**src/rtl/sw_term_cfg_matrix_pkg.sv**
```systemverilog
// Shared definitions for the switch-terminal config matrix: group modes,
// config chain length and the PRBS generator polynomial.
package sw_term_cfg_matrix_pkg;

  typedef enum logic [1:0] {
    MODE_BYPASS = 2'b00,
    MODE_REG    = 2'b01,
    MODE_TIE    = 2'b10,
    MODE_PRBS   = 2'b11
  } mode_e;

  localparam int unsigned CFG_BITS     = 8;
  localparam int unsigned LFSR_W       = 16;
  // Taps 16,14,13,11 map onto state bits 15,13,12,10.
  localparam logic [15:0] LFSR_TAPS    = 16'hB400;
  localparam logic [15:0] DEFAULT_SEED = 16'hACE1;

  function automatic logic [15:0] lfsr_step(input logic [15:0] s);
    return {s[14:0], ^(s & LFSR_TAPS)};
  endfunction

endpackage

```
**src/rtl/sw_term_group.sv**
```systemverilog
// One wire group: bit-reversed return path with bypass, registered,
// tied-off and PRBS output modes.
module sw_term_group
  import sw_term_cfg_matrix_pkg::*;
#(
  parameter int unsigned W = 4
) (
  input  logic          clk_i,
  input  logic          rst_ni,
  input  logic [1:0]    mode_i,
  input  logic [W-1:0]  in_i,
  input  logic [15:0]   lfsr_i,
  output logic [W-1:0]  out_o
);

  logic [W-1:0] rev;
  logic [W-1:0] prbs;
  logic [W-1:0] pipe_d;
  logic [W-1:0] pipe_q;

  always_comb begin
    rev  = '0;
    prbs = '0;
    for (int unsigned i = 0; i < W; i++) begin
      rev[i]  = in_i[W-1-i];
      prbs[i] = lfsr_i[i % LFSR_W];
    end
  end

  // Pipe captures every cycle so a switch into REG shows no bubble.
  assign pipe_d = rev;

  always_ff @(posedge clk_i) begin
    if (!rst_ni) pipe_q <= '0;
    else         pipe_q <= pipe_d;
  end

  always_comb begin
    out_o = '0;
    case (mode_e'(mode_i))
      MODE_BYPASS: out_o = rev;
      MODE_REG:    out_o = pipe_q;
      MODE_TIE:    out_o = '0;
      MODE_PRBS:   out_o = prbs;
      default:     out_o = '0;
    endcase
  end

endmodule

```
**src/rtl/sw_term_cfg_matrix.sv**
```systemverilog
// Switch-terminal return matrix with a serial shadow/active mode register
// and a shared PRBS source for the four wire groups.
module sw_term_cfg_matrix
  import sw_term_cfg_matrix_pkg::*;
#(
  parameter int unsigned N1W       = 4,
  parameter int unsigned N2W       = 8,
  parameter int unsigned N4W       = 16,
  parameter logic [15:0] LFSR_SEED = DEFAULT_SEED
) (
  input  logic           UserCLK,
  input  logic           UserRST_N,
  input  logic [N1W-1:0] S1END,
  input  logic [N2W-1:0] S2MID,
  input  logic [N2W-1:0] S2END,
  input  logic [N4W-1:0] S4END,
  output logic [N1W-1:0] N1BEG,
  output logic [N2W-1:0] N2BEG,
  output logic [N2W-1:0] N2BEGb,
  output logic [N4W-1:0] N4BEG,
  input  logic           cfg_shift,
  input  logic           cfg_in,
  input  logic           cfg_update,
  output logic           cfg_out
);

  if (N4W < 1 || N4W > 16) begin : g_bad_n4w
    $error("sw_term_cfg_matrix: N4W must be in 1..16");
  end
  if (LFSR_SEED == 16'h0000) begin : g_bad_seed
    $error("sw_term_cfg_matrix: LFSR_SEED must be nonzero");
  end

  logic [CFG_BITS-1:0] shadow_d, shadow_q;
  logic [CFG_BITS-1:0] active_d, active_q;
  logic [15:0]         lfsr_d, lfsr_q;
  logic [CFG_BITS-1:0] mode_eff;

  always_comb begin
    shadow_d = shadow_q;
    active_d = active_q;
    // Update samples the pre-shift shadow even when both strobes coincide.
    if (cfg_update) active_d = shadow_q;
    if (cfg_shift)  shadow_d = {cfg_in, shadow_q[CFG_BITS-1:1]};
    lfsr_d = lfsr_step(lfsr_q);
  end

  always_ff @(posedge UserCLK) begin
    if (!UserRST_N) begin
      shadow_q <= '0;
      active_q <= '0;
      lfsr_q   <= LFSR_SEED;
    end else begin
      shadow_q <= shadow_d;
      active_q <= active_d;
      lfsr_q   <= lfsr_d;
    end
  end

  assign cfg_out = shadow_q[0];

  // Holding reset forces the legacy reversal even before the first edge.
  assign mode_eff = UserRST_N ? active_q : '0;

  sw_term_group #(.W(N1W)) u_g0 (
    .clk_i(UserCLK), .rst_ni(UserRST_N), .mode_i(mode_eff[1:0]),
    .in_i(S1END), .lfsr_i(lfsr_q), .out_o(N1BEG)
  );

  sw_term_group #(.W(N2W)) u_g1 (
    .clk_i(UserCLK), .rst_ni(UserRST_N), .mode_i(mode_eff[3:2]),
    .in_i(S2MID), .lfsr_i(lfsr_q), .out_o(N2BEG)
  );

  sw_term_group #(.W(N2W)) u_g2 (
    .clk_i(UserCLK), .rst_ni(UserRST_N), .mode_i(mode_eff[5:4]),
    .in_i(S2END), .lfsr_i(lfsr_q), .out_o(N2BEGb)
  );

  sw_term_group #(.W(N4W)) u_g3 (
    .clk_i(UserCLK), .rst_ni(UserRST_N), .mode_i(mode_eff[7:6]),
    .in_i(S4END), .lfsr_i(lfsr_q), .out_o(N4BEG)
  );

endmodule

```
**config.mk**
```make
export PLATFORM = sky130hd
export DESIGN_NAME = sw_term_cfg_matrix
export DESIGN_NICKNAME = d
export VERILOG_FILES = /design/src/rtl/sw_term_cfg_matrix_pkg.sv /design/src/rtl/sw_term_group.sv /design/src/rtl/sw_term_cfg_matrix.sv
export SDC_FILE = /design/constraint.sdc
export NUM_CORES = 1
export LEC_CHECK = 0
export CORE_MARGIN = 3
export CORE_UTILIZATION = 45
export DETAILED_ROUTE_END_ITERATION = 6
export MAX_ROUTING_LAYER = met4
export PLACE_DENSITY = 0.75
export SETUP_SLACK_MARGIN = 0.05
export SLEW_MARGIN = 20
export SYNTH_ARGS = -nofsm -noshare
export SYNTH_HDL_FRONTEND = slang
export SYNTH_SLANG_ARGS = --single-unit
```
**constraint.sdc**
```tcl
create_clock -name UserCLK -period 1.7 [get_ports UserCLK]
set_input_delay 0.34 -clock UserCLK [delete_from_list [all_inputs] [get_ports UserCLK]]
set_output_delay 0.34 -clock UserCLK [all_outputs]
set_load 0.05 [all_outputs]
```
==> summary.md, run 1 <==
| Metric | Value |
|---|---|
| Status | complete, but fails checks |
| Failing checks | negative setup slack |
| Hold-critical path endpoint | u_g3.pipe_q[8] |
| Commonest cells after routing, fill and taps aside | dfxtp_1, and2_1, buf_12, clkdlybuf4s50_1 |
| Max IR drop VDD | 0.000751 V |
| Power Total | 4.25 mW |
| Vias per cell | 5.49 |
| P per Cell Area | 846 nW/um2 |
| FMAX | 0.535 GHz |
| Critical path's slowest cell | dfxtp_2 |
| H-tree depth | 3 |
| Number of synthesized register bits | 68 |
| Final worst slack | -0.168 ns |
| Initial antenna violation count | 0 |
| Max cap viols | 0 |
| Floorplan die width | 87.1 um |
| Post-DRT Antenna Nets | 0 |
| Iter 0 DRT Violations | 105 |
| Pin count of the biggest net entering global routing | 17 |
| Worst setup EP type | primary output |
| Most frequent CP cell | buf_12 |
| HP Class | input pin to register |
| I/O pins | 78 |
| Critical path data arrival time | 1.53 ns |
| Hold path depth | 2 |
| Clock Skews | 0.0149 ns |
| Chip Height | 87.1 um |
| Global-route wire length before repair | 14.4 mm |
| CP Class | register to primary output |
| Leakage | 2.05 nW |
| Syn Area/Cell | 9.49 um2 |
| Ys Warns | 0 |
| Post-layout utilization of the core | 0.819 |
| Inserted Diodes | 0 |
| Setup-failing EPs final | 27 |
| Post-DP HPWL | 5.31 mm |
| Post-synth cell types | 24 |
| Critical-path cell list | buf_6, nor2b_4, buf_12, nand3_1, nand3_2, buf_12 |
| Clock sinks | 68 |
| Critical path fanouts, max | 11 |
| Slew HR | 0.801 |
| R2R Path End | active_q[6] |
| R2R setup slack | 0.61 ns |
| DR DRC count | 0 |
| Fraction of layout cells with a size suffix above 1 | 0.427 |
| I/O Buffers | 77 |
| Clk slew on worst S/H paths | 0.08 ns |
| Tot GR Track Use | 0.255 |
| Layout Cells excl Fill | 492 |
| Root buffer cell | clkbuf_8 |
| Synth top area cells | dfxtp_1, mux2i_1, and2_1, nand3_1, nand2b_1 |
| Routability cong. | 0.758 |
| Synth area leader | dfxtp_1 |
| Synthesized area | 2960 um2 |
| WHS | 0.399 ns |
| Multi-input gate area | 1800 um2 |
| Area of the core | 6130 um2 |
| Clk buf depth | 2 |
| Register area | 1380 um2 |
| Most common cell after layout, fill and taps aside | dfxtp_1 |
| Dpl cells | 464 |
| Worst-Margin Slew | 0.299 ns |
| Vias in the first global route | 2783 |
| Die area | 7590 um2 |
| Period utilization | 1.10 |
| CTS tree | built |
| Slew Viols, Final | 0 |
| Fill count | 343 |
| Grt ovf | 0 |
| Hold path start | S4END[7] |
| Syn Inst Count | 312 |
| P&R area growth vs syn | 69.5% |
| Cts bufs inserted | 9 |
| RSZ-0062 raised after global routing | true |
| Drt wl/cell | 19.0 um |
| Startpoint types | register |
| Syn Nets | 353 |
| Skew-Pair Late Insertion Delay | 0.36 ns |
| Reg-to-Reg Start | active_q[6] |
| Seq/Total Area, Yosys | 0.460 |
| First-pass iteration count of the detailed router | 4 |
| CP peak stage delay | 0.33 ns |
| Setup tns final | -2.20 ns |
| Worst Path Required | 1.36 ns |
| Starting Density | 0.483 |
| Std cell rows | 28 |
| Synth top area share | 0.460 |
| Via count | 2700 |
| Fin crit period | 1.87 ns |
| WL final | 9.35 mm |
| Final count of hold timing violations | 0 |
| Worst R2R Path Depth | 3 |
| Final net count | 453 |
metrics by stage:
| stage | setup WS (ns) | area, um2 |
|---|---|---|
| floorplan | -0.150 | 3080 |
| global placement | -0.0936 | 4380 |
| detailed placement | -0.101 | 4380 |
| CTS | -0.126 | 4920 |
| global route | -0.227 | 5020 |
| finish | -0.168 | 5020 |
how the worst max path moves through the flow:
stage	start	end	slack [ns]	cells after the start
final	active_q[7]	N4BEG[3]	-0.17	6
after global routing	active_q[7]	N4BEG[3]	-0.23	5
after CTS	active_q[7]	N4BEG[3]	-0.13	5
after detailed placement	S4END[7]	N4BEG[8]	-0.10	5
after global placement	S4END[7]	N4BEG[8]	-0.09	5
after floorplan	UserRST_N	N1BEG[0]	-0.15	4
final cells by class:
cell class | instances | share of cell area
Multi-Input combinational cell | 221 | 0.359
Timing Repair Buffer | 110 | 0.298
Sequential cell | 68 | 0.276
Clock buffer | 13 | 0.0337
Tap cell | 75 | 0.0187
Clock inverter | 3 | 0.0135
Inverter | 2 | 0.00150
worst max-delay path, delay by kind of cell, from the launching register on:
kind                   cells  cell delay [ns]
AND/OR/NAND/NOR            3             0.42
flip-flops                 1             0.33
buffers and inverters      3             0.42
cells in the mapped netlist:
| library cell | instances |
|---|---|
| nand2_1 | 24 |
| o21a_1 | 2 |
| a22oi_2 | 10 |
| nor2b_2 | 1 |
| clkbuf_2 | 2 |
| and2_1 | 44 |
| o21ai_1 | 4 |
| nand2b_1 | 21 |
| mux2i_1 | 36 |
| o21ai_0 | 19 |
| nor2b_1 | 16 |
| o221ai_1 | 2 |
| nor2_1 | 1 |
| buf_4 | 1 |
| buf_6 | 3 |
| nand3_1 | 32 |
| buf_2 | 8 |
| xor2_1 | 2 |
| xnor2_1 | 1 |
| a22oi_1 | 4 |
| inv_1 | 2 |
| dfxtp_1 | 68 |
| clkbuf_1 | 8 |
| and3_4 | 1 |
timing repair:
action | CTS | global route
pin swaps | 33 | 13
gates cloned | 3 | 0
gates resized for setup | 55 | 20
buffers inserted | 9 | 1
hold buffers | 0 | 0
setup endpoints to repair | 36 | 36
power breakdown:
group | internal [mW] | switching, mW | leakage (nW)
clock network | 0.947 | 0.621 | 0.116
logic | 0.478 | 0.461 | 1.36
registers | 1.67 | 0.0692 | 0.567
total | 3.09 | 1.15 | 2.05
flip-flops by register name, summed over array words and instances (netlist names):
| register | flops |
|---|---|
| active_q | 8 |
| u_g3.pipe_q | 16 |
| u_g2.pipe_q | 8 |
| u_g1.pipe_q | 8 |
| u_g0.pipe_q | 4 |
| shadow_q | 8 |
| lfsr_q | 16 |
per-layer routing:
layer / track usage / vias up / part of all wire
met5: - / - / 0
met4: 0.0781 / 0 / 0.023
met3: 0.0624 / 23 / 0.066
met2: 0.430 / 102 / 0.52
met1: 0.302 / 1314 / 0.40
li1: - / 1261 / -
kinds of logic (layout without fill, tap and decap cells):
| kind of cell | after synthesis | count (layout) | synth area share |
|---|---|---|---|
| buffers and inverters | 24 | 128 | 0.0435 |
| DFF | 68 | 68 | 0.460 |
| muxes | 36 | 36 | 0.122 |
| AOI/OAI and AO/OA | 41 | 41 | 0.102 |
| and+or+nand+nor | 140 | 141 | 0.264 |
| xor gates and xnor gates | 3 | 3 | 0.00888 |
Note: power is estimated with default switching activity, not from simulation.
==> run 2, diff against run 1 <==
CTS_CLUSTER_DIAMETER = 50   (was default)
PLACE_DENSITY = 0.81   (was 0.75)
==> summary.md, run 2 (synthesized netlist as in run 1, its figures left out) <==
| Metric | Value |
|---|---|
| Floorplan die width | 87.1 um |
| Final worst slack | -0.175 ns |
| Worst R2R Path Depth | 3 |
| Global-route wire length before repair | 13.3 mm |
| Critical path data arrival time | 1.54 ns |
| Worst Path Required | 1.36 ns |
| Drt wl/cell | 16.9 um |
| I/O pins | 78 |
| Pin count of the biggest net entering global routing | 35 |
| HP Class | input pin to register |
| Post-layout utilization of the core | 0.794 |
| Startpoint types | register |
| First-pass iteration count of the detailed router | 4 |
| Worst setup EP type | primary output |
| Clk buf depth | 2 |
| I/O Buffers | 77 |
| Slew Viols, Final | 0 |
| Critical path fanouts, max | 7 |
| Post-DP HPWL | 5.46 mm |
| Tot GR Track Use | 0.236 |
| DR DRC count | 0 |
| Commonest cells after routing, fill and taps aside | dfxtp_1, and2_1, buf_12, clkdlybuf4s50_1 |
| Area of the core | 6130 um2 |
| P&R area growth vs syn | 64.4% |
| Hold Buf Count CTS | 0 |
| Setup-failing EPs final | 17 |
| Switch Pwr | 1.07 mW |
| Part of the power in registers | 0.440 |
| Grt ovf | 0 |
| Reg-to-Reg Start | lfsr_q[13] |
| Setup tns final | -2.04 ns |
| Power Total | 3.93 mW |
| Clock sinks | 68 |
| Routability cong. | 0.768 |
| WL final | 8.22 mm |
| Vias per cell | 5.25 |
| Final net count | 450 |
| Clk slew on worst S/H paths | 0.07 ns |
| Max IR drop VDD | 0.000717 V |
| R2R setup slack | 0.76 ns |
| Most common cell after layout, fill and taps aside | dfxtp_1 |
| RSZ-0062 raised after global routing | true |
| CP Class | register to primary output |
| Max cap viols | 0 |
| Leakage | 1.99 nW |
| Std cell rows | 28 |
| Final count of hold timing violations | 0 |
| Net Sw Frac | 0.273 |
| Hold path depth | 2 |
| P per Cell Area | 808 nW/um2 |
| R2R Path End | lfsr_q[0] |
| Inserted Diodes | 0 |
| Post-DRT Antenna Nets | 0 |
| Clock Skews | 0.00709 ns |
| Skew-Pair Late Insertion Delay | 0.34 ns |
| Fin crit period | 1.88 ns |
| Int Pwr | 2.86 mW |
| Failing checks | negative setup slack |
| Die area | 7590 um2 |
| Starting Density | 0.483 |
| Fraction of layout cells with a size suffix above 1 | 0.410 |
| Chip Height | 87.1 um |
| Vias in the first global route | 2700 |
| FMAX | 0.533 GHz |
| Root buffer cell | clkbuf_8 |
| H-tree depth | 3 |
| Hold path start | S4END[7] |
| Slew HR | 0.802 |
| Iter 0 DRT Violations | 124 |
| Status | complete, but fails checks |
| Clock share of power | 0.333 |
| CTS tree | built |
| Cts bufs inserted | 9 |
| Period utilization | 1.10 |
| Dpl ws | -0.117 ns |
| Via count | 2558 |
| Worst-Margin Slew | 0.296 ns |
| Hold-critical path endpoint | u_g3.pipe_q[8] |
| Largest registers | lfsr_q x16, u_g3.pipe_q x16 |
| Fill count | 354 |
| Combinational share of power | 0.227 |
| Initial antenna violation count | 0 |
-- run 2: cell count changes in the layout (fill, tap and decap cells not counted), moves of 3 or more --
cell     before  now
a22oi_2      14   11
nand2_1      21   17
a22oi_1       0    3
nand2_2       3    6
buf_4        23   20
dfxtp_2       9    6
-- run 2: per-layer routing --
metal | vias to the layer above | track usage | share of wire
li1 | 1252 | - | -
met1 | 1220 | 0.257 | 0.40
met2 | 69 | 0.405 | 0.52
met3 | 17 | 0.0747 | 0.058
met4 | 0 | 0.0809 | 0.021
met5 | - | - | 0
-- run 2: power groups by stage --
stage	logic, mW	registers, mW	clock network (mW)
2_1_floorplan	0.435	1.74	0
3_3_place_gp	0.848	1.76	0
3_5_place_dp	0.860	1.76	0
4_1_cts	0.888	1.73	1.31
5_1_grt	0.939	1.74	1.41
6_report	0.894	1.73	1.31
-- run 2: timing repair --
action	CTS	global route
buffers inserted	7	1
gates resized for setup	48	19
endpoints found under the setup margin	36	36
pin swaps	23	6
-- run 2: worst max-delay path, cell delays in order (launching register included) --
cell     delay (ns)
dfxtp_4        0.36
and3_4         0.22
buf_12         0.15
a22oi_2        0.18
nand3_2        0.11
buf_12         0.17
-- run 2: layout make-up --
cell class	count	area [um2]	area share
Clock buffer	12	155	0.0319
Timing Repair Buffer	108	1450	0.297
Inverter	2	7.51	0.00154
Clock inverter	2	35.0	0.00720
Tap cell	75	93.8	0.0193
Sequential cell	68	1390	0.285
Multi-Input combinational cell	220	1740	0.358
-- run 2: how the worst max path moves through the flow --
| stage | startpoint | to | slack, ns | cells after the start |
|---|---|---|---|---|
| 6_report | active_q[7] | N4BEG[12] | -0.18 | 5 |
| 5_1_grt | active_q[7] | N4BEG[15] | -0.24 | 5 |
| 4_1_cts | active_q[7] | N4BEG[15] | -0.17 | 5 |
| 3_5_place_dp | S4END[7] | N4BEG[8] | -0.12 | 5 |
| 3_3_place_gp | S4END[7] | N4BEG[8] | -0.09 | 5 |
| 2_1_floorplan | UserRST_N | N1BEG[0] | -0.15 | 4 |
-- run 2: metrics by stage --
step | hold slack (ns) | cell area [um2] | instances
after floorplan | 0.430 | 3080 | 312
after global placement | 0.440 | 4380 | 465
after detailed placement | 0.447 | 4380 | 465
after CTS | 0.359 | 4800 | 486
after global routing | 0.373 | 4870 | 487
final | 0.369 | 4870 | 487
==> RTL change (settings of run 2) <==
Set the parameter `N1W` to 5 (it was 4).
--- a/src/rtl/sw_term_cfg_matrix.sv
+++ b/src/rtl/sw_term_cfg_matrix.sv
@@ -3,7 +3,7 @@
 module sw_term_cfg_matrix
   import sw_term_cfg_matrix_pkg::*;
 #(
-  parameter int unsigned N1W       = 4,
+  parameter int unsigned N1W       = 5,
   parameter int unsigned N2W       = 8,
   parameter int unsigned N4W       = 16,
   parameter logic [15:0] LFSR_SEED = DEFAULT_SEED
Ports: changed (resized N1BEG and S1END); port bits go from 78 to 80. No check against the original RTL was run, so the function may have changed too.
==> RTL change against run 2 <==
The flow still finishes with violations (negative setup slack); maximum frequency up 1.1%; count of clock-buffer cells in the layout shrank 1; design area up 5.1%; global-route usage down 0.32 points; largest cell class unchanged; power is 2.3% higher; via count is 4.5% higher; setup slack gained 0.020 ns; routed wire length is 6.9% higher; area after synthesis is 1.6% higher; sequential cell count up 1; sequential share of layout area fell by 0.96 points.
==> RTL change: results (changes against run 2) <==
* Sequential area share after synthesis at 45.9% (-0.080 points)
* Xor/xnor share of the synthesized area at 0.873% (-0.014 points)
* Fraction of layout cells with a size suffix above 1 at 44.7% (+3.7 points)
* Post-synthesis mux area share at 12.3% (+0.14 points)
* Max FO, Critical Path at 11 (+4)
* Placement Cell Area at 4410 sq um (+0.60%)
* Reg2reg start: active_q[5]
* NumNets Final at 461 (+2.4%)
* Worst relative slew slack at 77.1% (-3.1 points)
* Worst Setup EP: N4BEG[0]
* Reg2Reg Setup Slack at 0.78 ns (+0.02 ns)
* Final wirelength at 8.78 mm (+6.9%)
* Mapped Nets at 359 (+1.7%)
* Gpl congestion at 0.773 (+0.62%)
* Buffers excl. clock at 113 (+4.6%)
* Setup TNS Final at -1.97 ns (+0.0711 ns)
* Leak at 0.00207 uW (+3.8%)
* Synth top cells by count: 69 x dfxtp_1, 45 x and2_1, 37 x mux2i_1
* First-pass iteration count of the detailed router at 4 (unchanged)
* Vias in the first global route at 2,753 (+2.0%)
* Avg WL per Cell at 17.6 microns (+4.1%)
* Top flop regs: lfsr_q (16), u_g3.pipe_q (16)
* DP Cell Count at 475 (+2.2%)
* Die X at 87.8 microns (+0.76%)
* Synth Register Bits at 69 (+1.5%)
* Compound-Gate Fraction of Synth Area at 10.2% (about the same)
* Clock buf/inv share at 3.89% (-0.018 points)
* Cells after synthesis at 317 (+1.6%)
* Clk_buf instances at 11 (-1)
* Comb_multi_in at 224 (+1.8%)
* Top cells by area, synth: dfxtp_1 46%, mux2i_1 12%, and2_1 9.4%
* Final WS setup at -0.155 ns (+0.0200 ns)
* Post-Route Skew at 0.00986 ns (+0.00277 ns)
* Failing checks: negative setup slack
* Hold Path Sink: u_g3.pipe_q[11]
* Min-delay worst type: input port to register
* DRT iter0 DRCs at 118 (-4.8%)
* Largest net degree at the start of global routing at 19 (-46%)
* DP Worst Slack at -0.116 ns (+0.00126 ns)
* Synth cell types at 24 (unchanged)
* P per Cell Area at 787 nW/um^2 (-2.6%)
* Register fraction of the total cell area at 27.5% (-0.96 points)
* Worst r2r dst: active_q[5]
* Vias per inst at 5.35 (+1.8%)
* Multi-input combinational area share at 37.5% (+1.8 points)
* Hold Crit Start: S4END[4]
* Fillers at 338 (-4.5%)
* Outcome: finished, violations left
* VDD IR max at 0.615 mV (-14%)
* Crit path DAT at 1.52 ns (-0.02 ns)
* Slowest cell delay on critical path at 0.36 ns (about the same)
* Signal buffers share of area at 29.0% (-0.73 points)
* R2r worst-path depth at 4 (+1)
* Fin Hold WS at 0.279 ns (-0.0909 ns)
* IO Port Bufs at 79 (+2.6%)
* Dpl hpwl at 5.37 mm (-1.6%)
* First-pass GRT wire length at 13.5 mm (+1.4%)
* Worst Setup SP: active_q[7]
* Setup-failing EPs final at 16 (-1)
* All-Layer GR Usage at 23.3% (-0.32 points)
-- RTL change: critical path: cells and delay by family, from the launching register on --
| kind | cells | cell delay, ns |
|---|---|---|
| buffers and inverters | 2 | 0.36 |
| AO/OA/AOI/OAI | 1 | 0.11 |
| AND/OR/NAND/NOR | 2 | 0.34 |
| flip-flops | 1 | 0.36 |
-- RTL change: power breakdown --
group	internal (uW)	switching [uW]	total (uW)
combinational	474	465	939
clock	744	582	1330
sequential	1690	69.4	1760
total	2910	1120	4030
-- RTL change: repair_timing --
action / in CTS / in global routing
setup endpoints to repair: 37 / 37
pin swaps: 24 / 28
gates cloned: 3 / 0
resized for setup: 61 / 54
hold buffers: 0 / 0
setup buffers: 5 / 3
-- RTL change: metal layers --
metal	track usage (%)	vias up	wire, microns	part of all wire [%]
li1	-	1288	-	-
met1	28.6	1308	3690	42
met2	38.6	72	4620	53
met3	4.52	6	423	4.8
met4	7.11	0	54	0.61
met5	-	-	0	0
